**config.mk**
```make
export PLATFORM = sky130hd
export DESIGN_NAME = noise_acq_ctrl
export DESIGN_NICKNAME = d
export VERILOG_FILES = /design/src/rtl/noise_acq_ctrl.sv
export SDC_FILE = /design/constraint.sdc
export NUM_CORES = 1
export LEC_CHECK = 0
export CORE_MARGIN = 5
export CORE_UTILIZATION = 40
export DETAILED_ROUTE_END_ITERATION = 8
export SYNTH_ARGS = -nofsm -noshare
export SYNTH_HDL_FRONTEND = slang
export SYNTH_SLANG_ARGS = --single-unit
```
**constraint.sdc**
```tcl
create_clock -name clkin -period 3.2 [get_ports clkin]
set_input_delay 0.48 -clock clkin [delete_from_list [all_inputs] [get_ports clkin]]
set_output_delay 0.48 -clock clkin [all_outputs]
set_load 0.01 [all_outputs]
```
**src/rtl/noise_acq_ctrl.sv**
```systemverilog
// Noise-window acquisition controller: after a programmable settle delay, writes N signed
// ADC samples to the noise buffer and tracks the window's running sum and peak magnitude.
module noise_acq_ctrl #(
    parameter int ADDR_W   = 12,
    parameter int DATA_W   = 12,
    parameter int SETTLE_W = 16
) (
    input  logic                     clkin,
    input  logic                     rst_n,
    input  logic                     start,
    input  logic                     abort,
    input  logic [SETTLE_W-1:0]      settle_cnt,
    input  logic [ADDR_W:0]          num_samp,
    input  logic                     adc_valid,
    input  logic [DATA_W-1:0]        adc_data,
    output logic                     ram_we,
    output logic [ADDR_W-1:0]        ram_addr,
    output logic [DATA_W-1:0]        ram_wdata,
    output logic                     busy,
    output logic                     done,
    output logic [DATA_W+ADDR_W-1:0] sum,
    output logic [DATA_W-1:0]        peak
);

    localparam int SUM_W = DATA_W + ADDR_W;
    localparam logic [ADDR_W:0]     DEPTH     = (ADDR_W+1)'(1) << ADDR_W;
    localparam logic [ADDR_W:0]     CNT_ONE   = (ADDR_W+1)'(1);
    localparam logic [SETTLE_W-1:0] SETTLE_ONE = SETTLE_W'(1);

    typedef enum logic [1:0] {
        IDLE,
        SETTLE,
        CAPTURE,
        FINISH
    } state_t;

    state_t               state;
    state_t               state_nx;
    logic [SETTLE_W-1:0]  settle_left;
    logic [ADDR_W:0]      samp_lim;
    logic [ADDR_W:0]      addr_cnt;

    logic                 go;
    logic                 take;
    logic                 last;
    logic [ADDR_W:0]      num_clamp;
    logic [DATA_W-1:0]    mag;
    logic [SUM_W-1:0]     samp_ext;

    // Windows longer than the buffer are cut to full depth so the address never wraps.
    assign num_clamp = (num_samp > DEPTH) ? DEPTH : num_samp;
    assign go        = (state == IDLE) && start && !abort;
    assign take      = (state == CAPTURE) && adc_valid && !abort;
    assign last      = take && ((addr_cnt + CNT_ONE) == samp_lim);
    // Negating the most negative code yields 2^(DATA_W-1), which is still correct read as unsigned.
    assign mag       = adc_data[DATA_W-1] ? DATA_W'(~adc_data + 1'b1) : adc_data;
    assign samp_ext  = {{ADDR_W{adc_data[DATA_W-1]}}, adc_data};

    always_comb begin
        state_nx = state;
        case (state)
            IDLE: begin
                if (go) begin
                    if (settle_cnt != '0)
                        state_nx = SETTLE;
                    else if (num_clamp != '0)
                        state_nx = CAPTURE;
                    else
                        state_nx = FINISH;
                end
            end
            SETTLE: begin
                if (abort)
                    state_nx = IDLE;
                else if (settle_left == SETTLE_ONE)
                    state_nx = (samp_lim == '0) ? FINISH : CAPTURE;
            end
            CAPTURE: begin
                if (abort)
                    state_nx = IDLE;
                else if (last)
                    state_nx = FINISH;
            end
            FINISH: state_nx = IDLE;
            default: state_nx = IDLE;
        endcase
    end

    always_ff @(posedge clkin) begin
        if (!rst_n) begin
            state       <= IDLE;
            settle_left <= '0;
            samp_lim    <= '0;
            addr_cnt    <= '0;
            ram_we      <= 1'b0;
            ram_addr    <= '0;
            ram_wdata   <= '0;
            busy        <= 1'b0;
            done        <= 1'b0;
            sum         <= '0;
            peak        <= '0;
        end else begin
            state  <= state_nx;
            busy   <= (state_nx != IDLE);
            done   <= (state_nx == FINISH);
            ram_we <= take;

            if (go) begin
                settle_left <= settle_cnt;
                samp_lim    <= num_clamp;
                addr_cnt    <= '0;
                sum         <= '0;
                peak        <= '0;
            end

            if (state == SETTLE)
                settle_left <= settle_left - SETTLE_ONE;

            if (take) begin
                ram_addr  <= addr_cnt[ADDR_W-1:0];
                ram_wdata <= adc_data;
                sum       <= sum + samp_ext;
                if (mag > peak)
                    peak <= mag;
                addr_cnt  <= addr_cnt + CNT_ONE;
            end
        end
    end

endmodule

```
Word level (Yosys, flattened, before mapping)
Index checks and enable logic that the tools add are counted.

cells by class
  bitwise logic cells = 1
  eq/ne operators = 6
  order comparisons = 2
  reduce and logical (&&, ||, !) cells = 13
  muxes and demuxes = 20
  add/subtract/negate cells = 4

operator list
  operator                                            number
  two-way mux 12 bit                                  4
  two-way mux 24 bit                                  2
  two-way mux 13 bit                                  3
  two-way mux 16 bit                                  2
  adder 24 bit                                        1
  == test 16 x 1 -> 1 bit, second input constant      1
  nonzero test 16 bit                                 1
  subtractor 16 x 1 -> 16 bit, second input constant  1
  adder 13 x 1 -> 13 bit, second input constant       1
  == test 13 bit                                      1
  > comparator 13 bit, second input constant          1
  logical NOT 13 bit                                  1
  nonzero test 13 bit                                 1
  adder 12 x 1 -> 12 bit, second input constant       1
  > comparator 12 bit                                 1
  two-way mux 2 bit                                   6
  inverter 12 bit                                     1
  one-hot mux 2 bit (4 select lines)                  1
  == test 2 bit, second input constant                3
  nonzero test 2 bit                                  3
  logical AND 1 bit                                   5
  == test 2 x 1 -> 1 bit, second input constant       1
  logical NOT 2 bit                                   1
  two-way mux 1 bit                                   2
  logical NOT 1 bit                                   1

word-level totals
  output and inout port bits = 63
  flip-flop bits (word level) = 107

Longest topological paths before layout
Gate-level depths: netlist of the first run.

  depth in word-level cells = 8
  gate-level depth with buffers = 14
  mapped depth without buffers = 13

Worst setup path after synthesis of the first run
No wires, ideal clock.

  kind = input to register
  start point = in adc_data[0]
  end point = reg peak[10]
  buffers on the path = 1
  required time = 3.099 ns
  path slack = 0.190 ns
  cell stages on the path = 11
  arrival = 2.909 ns
  path through = or3_1 -> nand2b_1 -> o41ai_1 -> xnor2_1 -> ha_1 -> a21o_1 -> a21oi_1 -> nor2b_1 -> o41a_1 -> buf_2 -> o41ai_1

on the way
  longest elaborated chain between the ends = 6

RTL lines
  element                 RTL line  RTL
  start, declared         15        input logic [DATA_W-1:0] adc_data,
  inverter 12 bit         56        assign mag = adc_data[DATA_W-1] ? DATA_W'(~adc_data + 1'b1) : adc_data;
  adder 12 x 1 -> 12 bit  56
  two-way mux 12 bit (*)  56
  > comparator 12 bit     123       if (mag > peak)
  two-way mux 12 bit (*)  123
  two-way mux 12 bit (*)  119       if (take) begin
  end signal, assigned    124       peak <= mag;
  end, declared           22        output logic [DATA_W-1:0] peak

Every way passes the cells marked *; elsewhere a longest branch is shown, timed or not.
A chain may end at the register's enable or synchronous reset.

Worst setup path in the final report of the first run
  start point = in adc_data[1]
  end point = reg peak[8]

The elaborated chain is that of the path after synthesis.

==> metrics.txt, run 1 <==
status=finished clean; CTS tree=built; normalized max-slew margin=0.444; Final Util=0.540; number of I/O pins=109; Crit path required time=~3.5 ns; Synth area leaders=dfxtp_1 (34%), ha_1 (7.7%), nand2_1 (6.7%); Async SR Flop Fraction=0; Static Leak=roughly 3.2 nW; area grow syn2layout=33.5%; Yosys top cell by area=dfxtp_1; pin count of the biggest net entering global routing=between 70 and 80; Pwr per Cell Area=roughly 350 nW/um2; DRT iter0 DRCs=524; # diodes=0; DPL Wire Length=between 10000 and 15000 um; CTS H-tree depth=3; unrepaired setup endpoints after global routing=false; final WL=about 19000 um; Buffers on Ports=between 100 and 150; sequential area share after synthesis=0.336; Core Area=roughly 16000 um2; Die Y=around 140 um; initial antenna violation count=0; Yosys top cell area share=0.336; CP startpoint=adc_data[1]; Die Wd=about 140 um; DRC Markers=0; starting density of the core=0.404; fin crit period=roughly 3.1 ns; #FFs+latches synth=107; Peak Freq=around 0.32 GHz; vias=6584; Crit path max-delay family=compound AO/OA/AOI/OAI gates; fin nets=1038; slowest CP cell=o41a_1; vias in the first global route=6343; Worst-Margin Slew=0.833 ns; CTS buffer count=9; Max stage delay on crit path=between 0.4 and 0.5 ns; Clock Latency Late Sink=~0.35 ns; Arrival @ worst endpoint=about 3.4 ns; Worst Hold Class=flop to flop; Tcrit/Tclk final=0.974; Setup Viol. Count Final=0; dpl cell area=between 8000 and 9000 um2; Power, Total=2.94 mW; Critical Path Fanout Max=5; Synth Net Count=between 800 and 900; worst path cell trace=dlygate4sd2_1 > or3_1 > nand2b_4 > buf_4 > buf_4 > o21ai_4 > xnor2_2 > ha_1 > a21oi_1 > a21oi_1 > o41a_1 > or3_1 > a21oi_1; Total GRT Usage=0.210; total die area=roughly 19000 um2; Avg WL per Cell=between 15 and 20 um; crit start category=input port; critical path endpoint category=flop; post-detailed-route count of antenna-violating nets=0; share of cells above drive strength 1=0.124; Mapped Cells=811; drt pass-1 iters=5; WS Path Type=input port to flop; Final GP Congestion=roughly 0.84; Netlist Area Pre-Place=6380 um2; Worst-path clk slew=~0.070 ns; max-slew violations=0; YS warnings=0; hold_buf cts=0; main flop type after synthesis=dfxtp_1; Post-synth EDFFs=0; final instance area=~8500 um2; via/cell ratio=about 5.6; CP bufs+invs=3; clock tree buffer depth=2; Critical Path Most Common Cell=a21oi_1; final hold vios=0; Root Buffer=clkbuf_16; peak supply drop=0.250 mV; Yosys cell types=70; WHS=around 0.46 ns; Worst Hold Launch=ram_addr[6]$_SDFFE_PN0P_; # rows=between 40 and 50; Mean Syn Cell Area=7.86 um2; global-route wire length before repair=between 30000 and 40000 um; clock tree sinks=about 110; grt total ovfl=0; post-route clock skew=0.00755 ns; MaxCap Viol Count=0; R2R Path Start=sum[0]$_SDFFE_PN0P_
==> where the power goes <==
group | total, mW | switching (mW) | leakage [nW] | internal [mW]
clock | 1.08 | 0.511 | 0.138 | 0.572
combinational | 0.468 | 0.247 | 2.19 | 0.221
sequential | 1.39 | 0.0301 | 0.865 | 1.36
==> layout make-up <==
type                            count  area (um2)
Fill cell                        1506        7260
Multi-Input combinational cell    631        4090
Sequential cell                   107        2140
Timing Repair Buffer              178        1620
Tap cell                          216         270
Clock buffer                       11         253
Inverter                           25        93.8
Clock inverter                      5        37.5
==> sequential cells by signal, summed over array words and instances, names as in the netlist <==
name         flops
sum             24
done             1
settle_left     16
peak            12
samp_lim        13
ram_we           1
ram_addr        12
ram_wdata       12
addr_cnt        13
state            2
busy             1
==> cells in the mapped netlist, types with 3 or more instances <==
cell	instances
a2111oi_0	3
a211o_1	3
a211oi_1	7
a21o_1	12
a21oi_1	81
a221oi_1	3
a22o_1	6
a22oi_1	13
a31oi_1	8
and2_1	3
buf_1	3
buf_2	8
clkbuf_1	37
dfxtp_1	107
ha_1	39
inv_1	23
mux2_2	4
nand2_1	114
nand2b_1	8
nand3_1	30
nand4_1	17
nand4b_1	3
nor2_1	57
nor2b_1	3
nor3_1	15
nor3b_1	4
nor4_1	14
o211ai_1	11
o21a_1	5
o21ai_0	48
o21bai_1	4
o311ai_0	3
o31ai_1	4
o41ai_1	14
or2_2	4
or3_1	10
or4_1	4
xnor2_1	30
xor2_1	9
==> metrics by stage <==
| stage | setup TNS [ns] | worst slack, ns | cells |
|---|---|---|---|
| finish | 0 | 0.0835 | 1173 |
| global route | 0 | 0.000518 | 1173 |
| CTS | 0 | 0.00339 | 1172 |
| floorplan | 0 | 0.190 | 811 |
| global placement | -4.58 | -0.402 | 1151 |
| detailed placement | -5.64 | -0.580 | 1151 |
==> worst register-to-register path, delay by kind of cell (launching register included) <==
kind | cells | cell delay [ns]
adder cells (fa/ha/maj) | 2 | 0.62
AO/OA/AOI/OAI | 5 | 1.07
flip-flops | 1 | 0.33
multiplexers | 1 | 0.38
==> cell families (layout without fill, tap and decap cells) <==
group,count (synthesis),in the layout,share of synthesized area
AOI/OAI and AO/OA,246,246,0.249
xor gates and xnor gates,39,39,0.0536
adders and majority gates,40,40,0.0797
buffers and inverters,73,219,0.0445
DFF,107,107,0.336
muxes,5,5,0.00863
and+or+nand+nor,301,301,0.228
==> worst paths after layout <==
path | to | slack [ns] | cells past startpoint
setup / recovery | peak[8]$_SDFF_PN0_ | 0.08 | 13
hold / removal | ram_addr[6]$_SDFFE_PN0P_ | 0.46 | 2
setup reg to reg | sum[16]$_SDFFE_PN0P_ | 0.69 | 8
hold reg to reg | ram_addr[6]$_SDFFE_PN0P_ | 0.46 | 2
==> per-layer routing <==
layer / vias to the layer above / track usage / part of all wire
met5: - / 0 / 0
met4: 0 / 0.0694 / 0.017
met3: 24 / 0.0359 / 0.051
met2: 167 / 0.333 / 0.46
met1: 3131 / 0.289 / 0.47
li1: 3262 / - / -
==> placed cells by master (no fill, tap or decap), drive strengths merged, types with 12 or more instances in the layout <==
cell           synthesis  layout
o21ai                 49      49
clkdlybuf4s50          0     104
inv                   24      24
nand4                 17      17
a22oi                 13      13
o41ai                 14      14
a21oi                 81      81
nor2                  57      57
nand3                 31      31
ha                    39      39
nor4                  14      14
buf                   11      70
a21o                  12      12
nor3                  17      17
dfxtp                107     107
xnor2                 30      30
nand2                114     114
==> timing repair <==
item	CTS	global route
gates resized for setup	16	10
hold endpoints to repair	0	0
setup endpoints to repair	12	12
setup buffers	3	1
cloned	2	0
pin swaps	12	4
No activity file was read; power rests on OpenSTA's default activity.
==> run 2, diff against run 1 <==
- CORE_MARGIN: 5 -> 2
==> metrics.txt, run 2 (same netlist as run 1, synthesis figures left out) <==
DRC Markers=0; DRT met1 WL=8700 um; Arrival @ worst endpoint=3.36 ns; Pwr per Cell Area=between 300 and 400 nW/um2; Int Pwr=about 2.1 mW; WHS=0.455 ns; WS Path Type=input port to flop; # rows=between 40 and 50; Psw=between 800 and 900 uW; drt pass-1 iters=5; number of I/O pins=~110; via/cell ratio=between 5 and 6; Final GP Congestion=~0.9; Top reg by flops=sum; worst hold path cell count=2; clock share of power=0.372; leading registers by flop count=sum (24), settle_left (16); dpl cell area=~8000 um2; vias in the first global route=about 6100; Avg WL per Cell=16.0 um; pin count of the biggest net entering global routing=72; status=finished clean; fin crit period=3.08 ns; Root Buffer=clkbuf_16; Non-Filler Instances=roughly 1200; Buffers on Ports=roughly 110; clock tree sinks=between 100 and 150; clock tree buffer depth=2; initial antenna violation count=0; met2 wire length=slightly below 9000 um; critical path endpoint category=flop; Crit path required time=3.48 ns; Seq pwr share=0.472; DRT iter0 DRCs=about 370; setup TNS=0 ns; Sw Share=0.280; Peak Freq=between 0.3 and 0.4 GHz; Comb pwr share=0.156; post-route clock skew=between 0.008 and 0.009 ns; fin nets=1032; DPL Wire Length=~14000 um; crit start category=input port; Power, Total=2.94 mW; Critical Path Fanout Max=4; final instance area=roughly 8400 um2; final hold vios=0; peak supply drop=0.259 mV; Tcrit/Tclk final=0.962; placed instance count=1148; final worst slack=between 0.1 and 0.15 ns; Die Wd=~130 um; Core Area=around 16000 um2; CTS buffer count=9; Worst-path clk slew=0.08 ns; area grow syn2layout=32.4%; normalized max-slew margin=0.467; Setup Viol. Count Final=0; vias=6554; CTS H-tree depth=3; share of cells above drive strength 1=0.118; Final Util=0.537; # diodes=0; commonest non-fill, non-tap cell in the layout=nand2_1; DR WL met3=about 860 um; starting density of the core=0.406; grt total ovfl=0; CTS tree=built; total die area=17000 um2; max reg flops=24; Total GRT Usage=0.222; max-slew violations=0; final WL=18700 um; Static Leak=3.17 nW; R2R cell count=8; Clock Latency Late Sink=between 0.3 and 0.4 ns; Top Metal Used=met4; leading cell types in the layout, fill and taps excluded=nand2_1 (114), dfxtp_1 (107), clkdlybuf4s50_1 (103), a21oi_1 (80), buf_4 (60); Worst Hold Class=flop to flop; MaxCap Viol Count=0; Worst-Margin Slew=between 0.7 and 0.8 ns; post-detailed-route count of antenna-violating nets=0; global-route wire length before repair=approximately 30000 um; Die Y=roughly 130 um; dpl ws=-0.490 ns
[run 2: final timing paths]
path	startpoint	endpoint	slack [ns]
max	adc_data[3]	peak[8]$_SDFF_PN0_	0.12
min	ram_wdata[9]$_SDFFE_PN0P_	ram_wdata[9]$_SDFFE_PN0P_	0.45
max reg2reg	sum[0]$_SDFFE_PN0P_	sum[16]$_SDFFE_PN0P_	0.70
min reg2reg	ram_wdata[9]$_SDFFE_PN0P_	ram_wdata[9]$_SDFFE_PN0P_	0.45
[run 2: routing by layer]
layer	vias up	track usage
met1	3108	0.295
li1	3253	-
met4	0	0.0727
met3	26	0.0275
met2	167	0.376
met5	-	0
[run 2: layout make-up]
type,count,area [um2]
clock buffers,9,225
clock inverters,7,61.3
fillers,1473,7270
inverters,25,93.8
multi-input cells,631,4070
flip-flops and latches,107,2140
well taps,216,270
repair buffers,172,1580
[run 2: repair_timing]
action / in CTS / in global routing
endpoints found under the setup margin: 12 / 12
cloned: 0 / 1
resized for setup: 5 / 19
buffers inserted: 1 / 1
hold buffers: 0 / 0
pin swaps: 1 / 9
[run 2: power groups by stage]
stage,combinational (mW),sequential (mW),clock [mW]
after CTS,0.449,1.38,1.13
final,0.458,1.38,1.09
after global routing,0.504,1.39,1.18
after floorplan,0.253,1.41,0
after global placement,0.437,1.41,0
after detailed placement,0.442,1.41,0
[run 2: worst max-delay path: stages]
cell,delay [ns]
clkdlybuf4s50_1,0.46
nor3_4,0.20
nand2b_4,0.09
o41ai_4,0.32
xnor2_2,0.16
ha_1,0.27
a21o_1,0.20
a21oi_2,0.13
nor2b_1,0.05
o41a_1,0.49
or3_1,0.37
a21oi_1,0.13
==> run 3, diff against run 2 <==
- ABC_AREA: not set -> 1
- CORE_ASPECT_RATIO: not set -> 0.9
==> metrics.txt, run 3 <==
status=finished clean; Setup Viol. Count Final=0; leading registers by flop count=sum (24), settle_left (16); Worst-path clk slew=about 0.070 ns; WS Path Type=input port to flop; YS warnings=0; WHS=0.467 ns; Non-Filler Instances=between 1000 and 1500; Yosys cell types=51; final instance area=approximately 8200 um2; pin count of the biggest net entering global routing=41; Buffers on Ports=~110; Async SR Flop Fraction=0; max-slew violations=0; placed instance count=1256; Static Leak=roughly 3.4 nW; Worst-Margin Slew=0.554 ns; clock tree sinks=107; peak supply drop=0.248 mV; R2R cell count=10; DRC Markers=0; dpl ws=-0.0709 ns; vias in the first global route=~6000; Tcrit/Tclk final=0.904; share of cells above drive strength 1=0.0695; drt pass-1 iters=5; fin nets=about 1100; global-route wire length before repair=approximately 30000 um; MaxCap Viol Count=0; CTS tree=built; CP startpoint=adc_data[0]; number of fillers in the final layout=1632; vias=between 6000 and 7000; Worst Hold Launch=ram_wdata[3]$_SDFFE_PN0P_; Yosys top cell area share=0.330; Core Area=about 16000 um2; Die Y=between 100 and 150 um; Peak Freq=0.346 GHz; clock tree buffer depth=2; main flop type after synthesis=dfxtp_1; # diodes=0; Final GP Congestion=0.874; final worst slack=roughly 0.31 ns; dpl cell area=7850 um2; normalized max-slew margin=0.627; Post-synth EDFFs=0; starting density of the core=0.405; max reg flops=24; CTS buffer count=9; # rows=44; Yosys top cell by area=dfxtp_1; unrepaired setup endpoints after global routing=false; reg-to-reg critical path endpoint=sum[8]$_SDFFE_PN0P_; area grow syn2layout=26.0%; Crit path required time=~3.4 ns; flop-to-flop setup slack=between 0.9 and 1 ns; Worst Hold Class=flop to flop; post-route clock skew=between 0.007 and 0.008 ns; hold_buf cts=0; Netlist Area Pre-Place=6480 um2; DPL Wire Length=~14000 um; count leader, synth=nand2_1; sequential area share after synthesis=0.330; fin crit period=roughly 2.9 ns; Root Buffer=clkbuf_16; Mapped Cells=950; via/cell ratio=~5.1; total die area=about 17000 um2; Synth Net Count=just over 1000; Avg WL per Cell=14.5 um; Critical Path Fanout Max=23; Top reg by flops=sum; Synth area leaders=dfxtp_1 (33%), nand2_1 (13%), a21oi_1 (8.2%); Clock Latency Late Sink=0.36 ns; crit start category=input port; final WL=18500 um; CTS H-tree depth=3; number of I/O pins=109; Die Wd=between 100 and 150 um; CP Capture Point=peak[1]$_SDFF_PN0_; Arrival @ worst endpoint=around 3.1 ns; Total GRT Usage=0.214; leading cell types in the layout, fill and taps excluded=nand2_1 (226), clkdlybuf4s50_1 (108), dfxtp_1 (107), a21oi_1 (106), inv_1 (100); Mean Syn Cell Area=6.83 um2; setup TNS=0 ns; synth cell count leaders=nand2_1 (226), dfxtp_1 (107), a21oi_1 (106), inv_1 (100), o21ai_0 (68); Pwr per Cell Area=roughly 370 nW/um2; final hold vios=0; post-detailed-route count of antenna-violating nets=0; commonest non-fill, non-tap cell in the layout=nand2_1; R2R Path Start=sum[0]$_SDFFE_PN0P_; initial antenna violation count=0; critical path endpoint category=flop; #FFs+latches synth=107; grt total ovfl=0; DRT iter0 DRCs=441
==> run 3: timing repair <==
action | 4_1_cts | 5_1_grt
setup buffers | 0 | 0
hold endpoints to repair | 0 | 0
endpoints found under the setup margin | 0 | 2
resized for setup | 0 | 1
==> run 3: layout make-up <==
class,count,area (um2),area share
Sequential cell,107,2140,0.262
Inverter,106,398,0.0487
Tap cell,207,259,0.0317
Multi-Input combinational cell,708,3810,0.467
Clock inverter,5,61.3,0.00751
Clock buffer,11,253,0.0309
Timing Repair Buffer,128,1240,0.152
==> run 3: worst min path at each step <==
| stage | endpoint | cells past startpoint |
|---|---|---|
| floorplan | settle_left[15]$_SDFFE_PN0P_ | 2 |
| global placement | settle_left[15]$_SDFFE_PN0P_ | 2 |
| detailed placement | ram_wdata[5]$_SDFFE_PN0P_ | 2 |
| CTS | ram_wdata[5]$_SDFFE_PN0P_ | 2 |
| global route | ram_wdata[5]$_SDFFE_PN0P_ | 2 |
| finish | ram_wdata[3]$_SDFFE_PN0P_ | 2 |
==> run 3: cell families (layout without fill, tap and decap cells) <==
logic type | Yosys count | count (layout) | share of synthesized area
AOI/OAI and AO/OA | 224 | 224 | 0.190
xor gates and xnor gates | 16 | 16 | 0.0216
adders and majority gates | 40 | 40 | 0.0783
buffers and inverters | 135 | 250 | 0.0828
DFF | 107 | 107 | 0.330
and+or+nand+nor | 428 | 428 | 0.297
==> run 3: metrics by stage <==
stage / total power, mW / utilization
global route: 3.14 / 0.510
global placement: 1.85 / 0.490
CTS: 3.03 / 0.510
detailed placement: 1.85 / 0.490
finish: 3.00 / 0.510
floorplan: 1.68 / -
==> run 3: where the power goes <==
group          internal, mW  total (mW)  leakage (nW)  switching (mW)
clock network         0.651        1.18         0.144           0.525
registers              1.36        1.38         0.865          0.0237
logic                 0.182       0.440          2.39           0.259
==> run 3: critical path, cell delays in order <==
cell and delay [ns]:
clkdlybuf4s50_1 0.50, inv_1 0.07, ha_1 0.21, nand2_1 0.11, nor3_2 0.06, or2_2 0.28, xor2_1 0.16, ha_1 0.30
nand2_1 0.05, o21a_1 0.18, o211ai_1 0.20, nand2_1 0.13, buf_12 0.17, o21ai_0 0.17, a21oi_1 0.05
==> run 3: routing by layer <==
layer,part of all wire,wire (um),global-route usage
met5,0,0,0
met4,0.011,205,0.0450
met3,0.044,808,0.0442
met2,0.42,7820,0.324
met1,0.52,9660,0.312
